<file path="config.mk">
export PLATFORM = sky130hd
export DESIGN_NAME = dm_cache_wt
export DESIGN_NICKNAME = d
export VERILOG_FILES = /design/src/rtl/dm_cache_wt_pkg.sv /design/src/rtl/dm_cache_store.sv /design/src/rtl/dm_cache_wt.sv
export SDC_FILE = /design/constraint.sdc
export NUM_CORES = 2
export LEC_CHECK = 0
export ABC_AREA = 1
export CAP_MARGIN = 20
export CORE_MARGIN = 1
export CORE_UTILIZATION = 35
export CTS_CLUSTER_SIZE = 10
export DETAILED_ROUTE_END_ITERATION = 16
export PLACE_DENSITY = 0.62
export SYNTH_ARGS = -nofsm -noshare
export SYNTH_HDL_FRONTEND = slang
export SYNTH_SLANG_ARGS = --single-unit
</file>
<file path="constraint.sdc">
create_clock -name clk -period 13.5 [get_ports clk]
set_input_delay 4.05 -clock clk [delete_from_list [all_inputs] [get_ports clk]]
set_output_delay 4.05 -clock clk [all_outputs]
set_load 0.01 [all_outputs]
</file>
<file path="src/rtl/dm_cache_wt_pkg.sv">
// dm_cache_wt_pkg: FSM states and width helper shared by the cache slice
package dm_cache_wt_pkg;
  typedef enum logic [1:0] {IDLE, REFILL, WRITE} state_t;
  function automatic int clog2(input int v);
    int r = 0;
    while ((1 << r) < v) r++;
    return r;
  endfunction
endpackage

</file>
<file path="src/rtl/dm_cache_store.sv">
// dm_cache_store: data, tag and valid arrays with comb read, line refill and word update ports
module dm_cache_store #(
  parameter int WORD_W = 32,
  parameter int WPL    = 4,
  parameter int LINES  = 16,
  parameter int OFF_W  = 2,
  parameter int IDX_W  = 4,
  parameter int TAG_W  = 4
) (
  input  logic                  clk,
  input  logic                  reset,
  input  logic [IDX_W-1:0]      idx,
  input  logic [OFF_W-1:0]      off,
  input  logic [TAG_W-1:0]      tag,
  output logic                  hit,
  output logic [WORD_W-1:0]     rword,
  input  logic                  line_we,
  input  logic [WORD_W*WPL-1:0] line_data,
  input  logic                  word_we,
  input  logic [WORD_W-1:0]     word_data
);
  logic [WORD_W*WPL-1:0] data_q [LINES];
  logic [TAG_W-1:0]      tag_q  [LINES];
  logic [LINES-1:0]      valid_q;
  assign hit   = valid_q[idx] && tag_q[idx] == tag;
  assign rword = data_q[idx][off*WORD_W +: WORD_W];
  always_ff @(posedge clk)
    if (reset) valid_q <= '0;
    else begin
      if (line_we) begin
        data_q[idx]  <= line_data;
        tag_q[idx]   <= tag;
        valid_q[idx] <= 1'b1;
      end
      if (word_we) data_q[idx][off*WORD_W +: WORD_W] <= word_data;
    end
endmodule

</file>
<file path="src/rtl/dm_cache_wt.sv">
// dm_cache_wt: direct-mapped write-through no-write-allocate cache with stall and mem handshake
module dm_cache_wt
  import dm_cache_wt_pkg::*;
#(
  parameter int ADDR_W         = 10,
  parameter int WORD_W         = 32,
  parameter int WORDS_PER_LINE = 4,
  parameter int LINES          = 16,
  parameter int CNT_W          = 16
) (
  input  logic                             clk,
  input  logic                             reset,
  input  logic [ADDR_W-1:0]                cpu_addr,
  input  logic [WORD_W-1:0]                cpu_wdata,
  input  logic                             cpu_rd,
  input  logic                             cpu_wr,
  output logic [WORD_W-1:0]                cpu_rdata,
  output logic                             cpu_stall,
  output logic [ADDR_W-1:0]                mem_addr,
  output logic                             mem_rd,
  output logic                             mem_wr,
  output logic [WORD_W-1:0]                mem_wdata,
  input  logic [WORD_W*WORDS_PER_LINE-1:0] mem_rdata,
  input  logic                             mem_ready,
  output logic [CNT_W-1:0]                 hit_cnt,
  output logic [CNT_W-1:0]                 miss_cnt
);
  localparam int OFF_W = clog2(WORDS_PER_LINE);
  localparam int IDX_W = clog2(LINES);
  localparam int TAG_W = ADDR_W - OFF_W - IDX_W;
  state_t             state;
  logic               replay, hit;
  logic [WORD_W-1:0]  rword;
  logic [OFF_W-1:0]   off;
  logic [IDX_W-1:0]   idx;
  logic [TAG_W-1:0]   tag;
  assign off = cpu_addr[OFF_W-1:0];
  assign idx = cpu_addr[OFF_W +: IDX_W];
  assign tag = cpu_addr[ADDR_W-1 -: TAG_W];
  dm_cache_store #(
    .WORD_W(WORD_W), .WPL(WORDS_PER_LINE), .LINES(LINES),
    .OFF_W(OFF_W), .IDX_W(IDX_W), .TAG_W(TAG_W)
  ) u_store (
    .clk(clk), .reset(reset), .idx(idx), .off(off), .tag(tag),
    .hit(hit), .rword(rword),
    .line_we(!reset && state == REFILL && mem_ready), .line_data(mem_rdata),
    .word_we(!reset && state == IDLE && cpu_wr && hit), .word_data(cpu_wdata)
  );
  assign cpu_stall = reset ? 1'b0 :
                     state == IDLE  ? cpu_wr | (cpu_rd & ~hit) :
                     state == WRITE ? ~mem_ready : 1'b1;
  assign cpu_rdata = (!reset && state == IDLE && cpu_rd && !cpu_wr && hit) ? rword : '0;
  always_ff @(posedge clk)
    if (reset) begin
      state     <= IDLE;
      mem_rd    <= 1'b0;
      mem_wr    <= 1'b0;
      mem_addr  <= '0;
      mem_wdata <= '0;
      replay    <= 1'b0;
      hit_cnt   <= '0;
      miss_cnt  <= '0;
    end else
      case (state)
        IDLE:
          if (cpu_wr) begin
            state     <= WRITE;
            mem_wr    <= 1'b1;
            mem_addr  <= cpu_addr;
            mem_wdata <= cpu_wdata;
          end else if (cpu_rd && hit) begin
            if (!replay && hit_cnt != '1) hit_cnt <= hit_cnt + 1'b1;
            replay <= 1'b0;
          end else if (cpu_rd) begin
            state    <= REFILL;
            mem_rd   <= 1'b1;
            mem_addr <= {tag, idx, {OFF_W{1'b0}}};
            if (miss_cnt != '1) miss_cnt <= miss_cnt + 1'b1;
          end
        REFILL:
          if (mem_ready) begin
            state  <= IDLE;
            mem_rd <= 1'b0;
            replay <= 1'b1;
          end
        WRITE:
          if (mem_ready) begin
            state  <= IDLE;
            mem_wr <= 1'b0;
          end
        default: state <= IDLE;
      endcase
endmodule

</file>
Word level (Yosys, flattened, before mapping) --
Memories as Yosys holds them, arrays and structs flattened. Cells that the tools add are included.
Cells by class: reductions and logical operators 28, shift-type cells 3, bitwise logic cells 135, equality and inequality tests 16, muxes and demuxes 161, magnitude comparators 2, add/sub/neg operators 3
Operator list (number):
- $mux W1 | 146
- $or A1 B1 Y1 | 129
- $mux W128 | 1
- $shift A32 B34 Y128 const A | 1
- $shiftx A128 B8 Y32 | 1
- $shiftx A32 B34 Y128 | 1
- $neg A7 Y34 | 1
- $add A16 B1 Y16 const B | 2
- $mux W32 | 1
- $ne A16 B16 Y1 const B | 2
- $mux W10 | 3
- $or A16 B16 Y16 | 1
- $ne A2 B2 Y1 const B | 7
- $logic_and A1 B1 Y1 | 12
- $reduce_and A5 Y1 | 2
- $reduce_and A3 Y1 | 3
- $mux W2 | 4
- $reduce_and A4 Y1 | 2
- $ne A3 B3 Y1 const B | 2
- $pmux W1 S2 | 3
- $reduce_bool A2 Y1 | 3
- $lt A4 B5 Y1 const B | 1
- $bmux W1 S4 | 1
- $demux W1 S4 | 1
- 12 further kinds | 18
Word-level totals: logic and storage cells 359, memories 2, flip-flop bits (word level) 95, memory bits (writable) 2112
Memories:
- u_store.data_q | depth 16, width 128, rd ports 1, clocked after memory_dff 0, wr ports 1, line dm_cache_store.sv:22 | logic [WORD_W*WPL-1:0] data_q [LINES];
- u_store.tag_q | depth 16, width 4, rd ports 1, clocked after memory_dff 0, wr ports 1, line dm_cache_store.sv:23 | logic [TAG_W-1:0] tag_q [LINES];

Depth between registers and ports, before layout --
word-level depth 8, mapped depth 20

Cells and area by module --
From an unflattened synthesis, not the netlist that was laid out.
Second synthesis, totals: cells, all modules 6405, area total of the unflattened synthesis 86535.5 µm²
Modules (own cells, without submodules):
- dm_cache_store | instances 1, area an instance 82623.0 µm², cells an instance 5803
- dm_cache_wt | instances 1, area an instance 3912.5 µm², cells an instance 602

Worst setup path before layout --
Ideal clock, no wire load.
path kind input-to-output, start in cpu_addr[2], end out cpu_rdata[15], data arrival time 5964 ps, slack 3486 ps, required time 9450 ps, stages on the path 18, buffers on the path 3, path through buf_4 inv_2 buf_2 nand2_1 nand2_1 nand2_1 nand2_1 nand2_1 nand2_1 nor2_1 nand2_1 nand2_1 nor2_1 nand3_2 nor2_1 nand4_1 clkbuf_1 a21oi_1
On the way: cells in the longest elaborated chain, start to end 5, elaborated cells between the ends (all ways) 9
Ends and longest elaborated chain:
- start, declared | line dm_cache_wt.sv:13 | input logic [ADDR_W-1:0] cpu_addr,
- parallel branches: the longest is 4 deep, another holds $mem_v2 Z16 W128
- $mux W32 * | line dm_cache_wt.sv:52 | assign cpu_rdata = (!reset && state == IDLE && cpu_rd && !cpu_wr && hit) ? rword : '0;
- end, declared | line dm_cache_wt.sv:17 | output logic [WORD_W-1:0] cpu_rdata,
Mark *: on every way between the ends. The select of a mux whose other input is x is not followed.

Worst setup path after layout --
start in cpu_addr[3], end out cpu_rdata[8]
The elaborated chain is that of the path after synthesis.

==> flow_summary.ini <==
[outcome]
status = finished, final reports clean

[sta]
drv_slew = 0
setup_tns_ns = 0
tightest_slew_ns = 1.20
relSlewSlack_pct = 19.7
holdWs_ns = 0.459
setup_viol = 0
fmax_ghz = 0.0776
fin_ws_ns = 0.619
rsz0062_at_grt = no
finalHoldViolCount = 0
min_period_over_period_pct = 95.4
fin_skew_ns = 0.0647
period_minus_slack_ns = 12.88

[route]
viasPerCell = 5.92
routedWlPerCell_microns = 30.4
vias = 55100
drt_first_iter_violations = 7926
post-route-drc-count = 0
drt-total-wl_microns = 283000
drtPass1Iterations = 6
drtAntennaViolNets = 0

[power_and_ir_drop]
p_leak_nw = 30.3
power.density_nw_per_um2 = 145
vdd_drop_max_uv = 110

[yosys]
synth_edf_count = 2112
yosys_warnings = 0
ys_async_sr_fraction_pct = 0
syn_area_per_cell_sq_um = 14.6
synth_nets = 5873
synth_top_flop_cell = edfxtp_1
synth_seq_cells = 2207
ys_seq_area_share_pct = 78.6
syn_area_sq_um = 83100
postSynthCellCount = 5688
ys_types = 37

[placement]
pre_cts_ws_ns = 0.784
hpwlAfterDp_microns = 163000
portBuffers = 283
placedCellCount = 8941
gp_congestion = 0.878

[floorplan]
num_rows = 178
die_area_sq_um = 239000
top_level_ports = 284
initial_core_util_pct = 35.3
die_h_microns = 489
chipWidth_microns = 489
core_sq_um = 236000

[clocking]
numCtsBuffers = 240
clock_latency_ns = 0.89
cts_setup_buffers = 0
path_clk_slew_ns = 0.05
root_buffer = clkbuf_16
clock-sinks = 2207
hold_buffers = 0
cts_tree = built
htree_levels = 4
post_cts_resize_count = 0
cts_buffer_depth = 3

[critical_path]
cp-start-kind = input pin
crit_required_ns = 9.45
reg2reg_setup_slack_ns = 8.12
path_class = in -> out
cp-end-kind = output port
ff2ff_path_depth = 11
startpoint = cpu_addr[3]
worst-path-max-fanout = 59
r2r_end = u_store.data_q[4][89]
worst_ep_arrival_time_ns = 8.83
reg2reg_from = state[0]
crit_end = cpu_rdata[8]

[global_route]
grt_pass1_wl_microns = 390000
grt_pass1_vias = 51400
grt_max_degree = 138
overflow = 0
track_usage_pct = 23.0
antenna_found_initial = 9

[layout]
area_growth_pct = 17.8
layout_commonest_cell = edfxtp_1
fin_cells = 9311
final_cell_mix = edfxtp_1, o22ai_1, o21ai_0
nNetsFinal = 6262
drive_above_1_share_pct = 10.3

[hold_path]
worstHoldPathType = reg -> reg
hp-start = mem_addr[6]
hold_depth = 2

[run]
max-cap-violations = 0
report_power, final:
| group | leakage (nW) | internal (W) | switching (W) | total [W] |
|---|---|---|---|---|
| clock network | 3.17 | 0.00324 | 0.00251 | 0.00575 |
| logic | 7.39 | 0.000256 | 0.000653 | 0.000909 |
| registers | 19.8 | 0.00753 | 0.0000131 | 0.00755 |
| total | 30.3 | 0.0110 | 0.00318 | 0.0142 |
logic make-up (layout without fill, tap and decap cells):
kind of cell               Yosys count  in the layout  synth area share (%)
xor gates and xnor gates            19             19                 0.200
other                                0              2                     0
DFF                               2207           2207                  78.6
and+or+nand+nor                   1010           1010                  5.08
AOI/OAI and AO/OA                 1887           1887                  13.4
buffers and inverters              555           1026                  2.63
adders and majority gates           10             10                 0.151
metrics by stage:
stage | util (%) | area (sq um) | total power, W
after floorplan | - | 83100 | 0.00810
after global placement | 38.5 | 90800 | 0.00854
after detailed placement | 38.6 | 90900 | 0.00856
after CTS | 41.4 | 97500 | 0.0142
after global routing | 41.6 | 97900 | 0.0145
final | 41.6 | 97900 | 0.0142
critical path: stages:
cell             delay (ns)
clkdlybuf4s50_1        0.98
inv_4                  0.23
nand2_4                0.35
buf_12                 0.35
o22ai_1                0.11
o21ai_0                0.37
o211ai_1               0.31
o221ai_1               0.50
o21ai_0                0.22
nor2_1                 0.62
clkdlybuf4s50_1        0.69
cell type report:
cell class	instances	area [sq um]
fillers	21200	138000
flip-flops and latches	2207	65300
multi-input cells	2926	16300
clock buffers	313	6380
repair buffers	534	5120
well taps	3150	3940
inverters	168	651
clock inverters	11	160
diodes	2	5.00
synth_stat cells (3+ instances only):
library cell	number	share of area [%]
a21oi_1	131	0.79
a22oi_1	33	0.30
a41oi_1	55	0.58
buf_1	26	0.12
buf_2	26	0.16
buf_4	18	0.16
clkbuf_1	317	1.4
clkinv_1	7	0.032
dfxtp_1	95	2.3
edfxtp_1	2112	76
ha_1	10	0.15
inv_1	156	0.70
inv_2	4	0.018
nand2_1	379	1.7
nand2_2	3	0.023
nand3_1	148	0.89
nand4_1	58	0.44
nor2_1	390	1.8
nor3_1	18	0.11
nor3b_2	4	0.060
nor4_1	7	0.053
o2111ai_1	4	0.042
o211ai_1	11	0.099
o21ai_0	578	3.5
o21ai_1	58	0.35
o221ai_1	13	0.14
o22a_1	4	0.042
o22ai_1	997	7.5
xnor2_1	4	0.042
xor2_1	15	0.16
sequential cells by signal (all words and copies together) (netlist names):
name / flops
u_store.tag_q: 64
replay: 1
u_store.valid_q: 16
mem_wr: 1
hit_cnt: 16
mem_rd: 1
mem_wdata: 32
mem_addr: 10
miss_cnt: 16
state: 2
u_store.data_q: 2048
worst min-delay path by stage:
stage                               endpoint  slack, ns
after floorplan           u_store.valid_q[1]       0.44
after global placement           mem_addr[6]       0.45
after detailed placement         mem_addr[6]       0.46
after CTS                        mem_addr[6]       0.46
after global routing             mem_addr[2]       0.48
final                            mem_addr[6]       0.46
routing by layer:
layer	up-vias	routed length [microns]	track usage, %	part of all wire (%)
met2	3657	132000	36.7	47
met4	4	20300	14.2	7.2
met5	-	34	0	0.012
met1	27800	102000	29.0	36
li1	23100	-	-	-
met3	634	28500	4.12	10
(Power assumes the default switching activity.)
